$ cat config.mk
export PLATFORM = sky130hd
export DESIGN_NAME = unidade_controle
export DESIGN_NICKNAME = d
export VERILOG_FILES = /design/src/rtl/unidade_controle.sv
export SDC_FILE = /design/constraint.sdc
export NUM_CORES = 1
export LEC_CHECK = 0
export ABC_AREA = 1
export BUFFER_PORTS_ARGS = -buffer_cell sky130_fd_sc_hd__buf_2
export CAP_MARGIN = 15
export CORE_AREA = 2 2 92 94
export DETAILED_ROUTE_END_ITERATION = 8
export DIE_AREA = 0 0 94 96
export PLACE_DENSITY = 0.78
export SLEW_MARGIN = 20
export SYNTH_ARGS = -nofsm -noshare
export SYNTH_HDL_FRONTEND = slang
export SYNTH_SLANG_ARGS = --single-unit
$ cat constraint.sdc
create_clock -name clk -period 2.2 [get_ports clk]
set_clock_uncertainty 0.05 [all_clocks]
set_input_delay 0.22 -clock clk [delete_from_list [all_inputs] [get_ports clk]]
set_output_delay 0.22 -clock clk [all_outputs]
set_load 0.005 [all_outputs]
$ cat src/rtl/unidade_controle.sv
// Multicycle control unit with a 4x8 register bank driving the 8-bit ALU; 4 cycles per instruction.
// enable=0 stalls every register in place (the only backpressure); HALT is terminal until reset.
module unidade_controle #(
  parameter int PC_W = 8
) (
  input  logic            clk,
  input  logic            rst_n,
  input  logic            enable,
  output logic [PC_W-1:0] instr_addr,
  input  logic [15:0]     instr_data,
  output logic [7:0]      ula_a,
  output logic [7:0]      ula_b,
  output logic [2:0]      ula_op,
  input  logic [7:0]      ula_resultado,
  input  logic [1:0]      dbg_sel,
  output logic [7:0]      dbg_dado,
  output logic            halted,
  output logic            illegal
);

  typedef struct packed {
    logic [3:0] opcode;
    logic [1:0] rd;
    logic [1:0] rs;
    logic [7:0] imm;
  } instr_t;

  typedef enum logic [2:0] {
    S_FETCH  = 3'd0,
    S_LOAD   = 3'd1,
    S_DECODE = 3'd2,
    S_EXEC   = 3'd3,
    S_HALT   = 3'd4
  } state_t;

  localparam logic [3:0] OP_NOP = 4'h0;
  localparam logic [3:0] OP_MOV = 4'h1;
  localparam logic [3:0] OP_ADD = 4'h2;
  localparam logic [3:0] OP_AND = 4'h3;
  localparam logic [3:0] OP_OR  = 4'h4;
  localparam logic [3:0] OP_SUB = 4'h5;
  localparam logic [3:0] OP_NEG = 4'h6;
  localparam logic [3:0] OP_NOT = 4'h7;
  localparam logic [3:0] OP_LDI = 4'h8;
  localparam logic [3:0] OP_JMP = 4'h9;
  localparam logic [3:0] OP_JZ  = 4'hA;
  localparam logic [3:0] OP_HLT = 4'hF;

  state_t          state, state_next;
  instr_t          ir;
  logic [PC_W-1:0] pc;
  logic [7:0]      regs [4];

  logic            ir_load;
  logic            ops_load;
  logic            exec_en;

  logic [7:0]      dec_a;
  logic [7:0]      dec_b;
  logic [2:0]      dec_op;
  logic            wr_en;
  logic            is_illegal;
  logic [PC_W-1:0] pc_next;
  logic [PC_W-1:0] imm_pc;

  // State register
  always_ff @(posedge clk or negedge rst_n) begin
    if (!rst_n) begin
      state <= S_FETCH;
    end else begin
      state <= state_next;
    end
  end

  // Next-state logic
  always_comb begin
    state_next = state;
    if (state != S_HALT && enable) begin
      case (state)
        S_FETCH:  state_next = S_LOAD;
        S_LOAD:   state_next = S_DECODE;
        S_DECODE: state_next = S_EXEC;
        S_EXEC:   state_next = (ir.opcode == OP_HLT) ? S_HALT : S_FETCH;
        default:  state_next = S_HALT;
      endcase
    end
  end

  // Per-state strobes
  always_comb begin
    ir_load  = 1'b0;
    ops_load = 1'b0;
    exec_en  = 1'b0;
    if (enable) begin
      case (state)
        S_LOAD:   ir_load  = 1'b1;
        S_DECODE: ops_load = 1'b1;
        S_EXEC:   exec_en  = 1'b1;
        default: ;
      endcase
    end
  end

  // Operand selection from the latched instruction
  always_comb begin
    dec_a  = 8'h00;
    dec_b  = 8'h00;
    dec_op = 3'd0;
    case (ir.opcode)
      OP_MOV: dec_a = regs[ir.rs];
      OP_ADD: begin dec_op = 3'd1; dec_a = regs[ir.rd]; dec_b = regs[ir.rs]; end
      OP_AND: begin dec_op = 3'd2; dec_a = regs[ir.rd]; dec_b = regs[ir.rs]; end
      OP_OR:  begin dec_op = 3'd3; dec_a = regs[ir.rd]; dec_b = regs[ir.rs]; end
      OP_SUB: begin dec_op = 3'd4; dec_a = regs[ir.rd]; dec_b = regs[ir.rs]; end
      OP_NEG: begin dec_op = 3'd5; dec_a = regs[ir.rd]; end
      OP_NOT: begin dec_op = 3'd6; dec_a = regs[ir.rd]; end
      OP_LDI: dec_a = ir.imm;
      default: ;
    endcase
  end

  // Write-back enable, illegal detection and PC update
  always_comb begin
    imm_pc     = PC_W'(ir.imm);
    wr_en      = (ir.opcode >= OP_MOV) && (ir.opcode <= OP_LDI);
    is_illegal = (ir.opcode > OP_JZ) && (ir.opcode < OP_HLT);
    pc_next    = pc + 1'b1;
    case (ir.opcode)
      OP_JMP: pc_next = imm_pc;
      OP_JZ:  if (regs[ir.rd] == 8'h00) pc_next = imm_pc;
      OP_HLT: pc_next = pc;
      default: ;
    endcase
  end

  always_ff @(posedge clk or negedge rst_n) begin
    if (!rst_n) begin
      pc      <= '0;
      ir      <= '0;
      ula_a   <= 8'h00;
      ula_b   <= 8'h00;
      ula_op  <= 3'd0;
      halted  <= 1'b0;
      illegal <= 1'b0;
      for (int i = 0; i < 4; i++) begin
        regs[i] <= 8'h00;
      end
    end else begin
      if (ir_load) begin
        ir <= instr_t'(instr_data);
      end
      if (ops_load) begin
        ula_a  <= dec_a;
        ula_b  <= dec_b;
        ula_op <= dec_op;
      end
      if (exec_en) begin
        pc <= pc_next;
        if (wr_en) begin
          regs[ir.rd] <= ula_resultado;
        end
        if (is_illegal) begin
          illegal <= 1'b1;
        end
        if (ir.opcode == OP_HLT) begin
          halted <= 1'b1;
        end
      end
    end
  end

  assign instr_addr = pc;
  // Reads the stored value, so a same-cycle write shows only after the edge
  assign dbg_dado   = regs[dbg_sel];

endmodule

==> results by group <==
Layout
  – # fillers: 712
  – Register area: 2000 sq um
  – Area occupied by multi-input gates: 2080 sq um
  – Ant. Diodes: 0
  – Area Growth Syn to Fin: 14.8%
  – Most frequent cells in the layout: 139 x nand2_1, 80 x dfrtp_1, 64 x buf_2
  – Layout cells sized above 1: 22.1%
  – Nets: 663
  – Commonest non-fill, non-tap cell in the layout: nand2_1

Outcome
  – Outcome: finished clean

Setup path
  – Startpoint Class: flop
  – R2r worst-path depth: 7
  – RR Endpoint: regs[9]
  – Critical Path AT: 2230 ps
  – Setup crit end kind: flop
  – Req. time, crit path: 2430 ps
  – CP max FO: 16
  – Reg2reg start: ir[13]
  – Reg2Reg Setup Slack: 200 ps
  – Crit path kind: flop to flop

Yosys
  – Compound-Gate Fraction of Synth Area: 15.5%
  – Number of synthesized register bits: 80
  – Ys Warns: 0
  – Total nets after synthesis: 595
  – Synth Area in Adders: 0.280%
  – Synthesized cell area: 4470 sq um
  – Seq/Total Area, Yosys: 44.8%
  – Syn Area/Cell: 7.91 sq um
  – Post-synthesis xor/xnor area fraction: 1.18%
  – Main combinational cell family by area after synthesis: simple AND/OR/NAND/NOR gates
  – Mux contribution to synthesized area: 3.02%
  – Post-Synth Simple-Gate Area: 26.6%
  – Post-Synthesis Cells: 565
  – Yosys cell types: 38

STA
  – Hold slack: 35.6 ps
  – Unrepaired setup endpoints after global routing: false
  – F_max: 0.500 GHz
  – Final Cycle Share: 90.9%
  – Final hold vios: 0
  – Setup tns final: 0 ps
  – Slew @ Worst Pin: 612 ps
  – Final min period: 2000 ps
  – Relative slew margins: 59.1%
  – Final setup viols: 0
  – Slew Viols, Final: 0

Die
  – Die width: 94 um
  – Row count: 33
  – Area of the core: 8050 sq um
  – Initial core utilization: 55.5%
  – # IOs: 66
  – DIE HEIGHT: 96 um
  – Die area: 9020 sq um

GRT
  – Global route overflow: 0
  – Largest net degree at the start of global routing: 45
  – First-pass GRT wire length: 18700 um
  – Vias in the first global route: 3912
  – Gr usage total: 26.8%
  – Initial antenna violation count: 0

Pwr
  – Power per cell area: 541 nW/um^2
  – Leak: 2.68 nW
  – Max VDD drop: 385 uV

Clock tree
  – Clock Latency Late Sink: 360 ps
  – Sink Count: 80
  – CTS Buffer Depth: 2
  – Clk slew on worst S/H paths: 90 ps
  – Clock H-tree levels: 3
  – TritonCTS Buffers: 9
  – Root Driver: clkbuf_8
  – CTS tree: done

Place
  – # port buffers: 65
  – Routability cong.: 0.942
  – Dpl hpwl: 8480 um

Detailed routing
  – Final Routed Wirelength: 11400 um
  – Detailed Routing Iterations Pass 1: 8
  – # DRC: 0
  – WL/cell: 15.3 um
  – Via Count: 4173
  – Antenna viol nets, final: 0
  – Vias/cell: 5.62
  – DRT iter0 DRCs: 297

Hold path
  – Min-delay src: instr_data[0]
  – Hold Path Depth: 2
  – Hold path endpoint: imm_pc[0]
  – Worst min path class: primary input to flop

Flow run
  – Max-cap viol count: 0
==> logic make-up (layout without fill, tap and decap cells) <==
kind of cell,after synthesis,count (layout)
XOR/XNOR,6,6
AO/OA/AOI/OAI,124,124
adder cells (fa/ha/maj),1,1
multiplexers,12,12
flip-flops,80,80
buffers and inverters,88,161
AND/OR/NAND/NOR,254,254
==> metal layers <==
metal	share of wire [%]	GRT usage, %	wire (um)	vias up
met5	0	0	0	-
met4	3.6	12.9	412	0
met3	7.7	3.21	870	41
met2	47	43.8	5340	203
met1	42	35.9	4730	1938
li1	-	-	-	1991
==> cells in the mapped netlist <==
library cell,number,area share (%)
nand3_2,1,0.22
mux2_2,12,3.0
dfrtp_1,80,45
o21ai_2,2,0.39
ha_1,1,0.28
nor3_1,2,0.22
inv_1,56,4.7
nor3_2,2,0.45
buf_4,1,0.17
a21oi_4,1,0.36
nor4_2,1,0.28
nand2_4,2,0.50
and2_1,1,0.14
o21ai_1,1,0.11
nand3_4,1,0.39
o211ai_1,8,1.3
buf_1,1,0.084
nand3b_1,2,0.34
nor3_4,3,1.1
o22ai_1,9,1.3
nor2_1,28,2.4
nor2_4,4,1.0
xor2_1,3,0.59
a21oi_1,47,5.3
xnor2_1,3,0.59
a31o_2,1,0.20
nand3_1,57,6.4
buf_2,5,0.56
nor2_2,7,0.98
o21ai_0,47,5.3
clkinv_1,1,0.084
nand4_1,2,0.28
buf_6,6,1.5
inv_2,9,0.76
nand2_1,139,12
nand2_2,2,0.28
o21a_1,8,1.3
clkbuf_1,9,0.76
==> layout make-up <==
cell class              count  area share, %
well taps                 105           2.56
repair buffers             79           8.97
inverters                  66           4.83
multi-input cells         397           40.6
clock buffers              11           2.76
clock inverters             5           1.27
flip-flops and latches     80           39.0
==> report_power, final <==
part / total (mW) / switching (mW) / internal, mW
Combinational: 0.145 / 0.0878 / 0.0567
Sequential: 1.49 / 0.00728 / 1.48
Clock: 1.14 / 0.576 / 0.566
==> registers in the layout, indices dropped and copies added, names as in the netlist, 3 cells and up <==
signal      count
imm_pc          8
ula_a           8
instr_addr      8
ir              8
state           3
regs           32
ula_b           8
ula_op          3
==> worst max-delay path: stages, from the launching register on <==
cell and delay, ps:
dfrtp_1 470, nor2_2 220, inv_1 150, o21ai_2 200, nand2_4 110, nor3_4 490
nand2_1 120, o21ai_0 110
==> per-stage QoR <==
step | total power [mW] | setup slack [ps] | util (%) | cell area, sq um | cells
2_1_floorplan | 1.57 | 590 | - | 4470 | 565
3_3_place_gp | 1.66 | 304 | 60.8 | 4890 | 725
3_5_place_dp | 1.66 | 198 | 60.8 | 4890 | 725
4_1_cts | 2.79 | 153 | 63.5 | 5110 | 742
5_1_grt | 2.86 | 12.2 | 63.7 | 5130 | 743
6_report | 2.77 | 200 | 63.7 | 5130 | 743
==> timing repair <==
action	CTS	global route
gates resized for setup	0	0
hold buffers	1	0
setup endpoints to repair	0	1
endpoints found under the hold margin	42	0
setup buffers	0	1
==> worst max-delay path by stage <==
| stage | startpoint | end | slack, ps |
|---|---|---|---|
| 2_1_floorplan | ir[11] | instr_addr[1] | 590 |
| 3_3_place_gp | ir[13] | regs[21] | 300 |
| 3_5_place_dp | ir[13] | regs[18] | 200 |
| 4_1_cts | ir[13] | regs[18] | 150 |
| 5_1_grt | ir[10] | instr_addr[7] | 10 |
| 6_report | ir[13] | regs[9] | 200 |
Note: power is estimated with default switching activity, not from simulation.
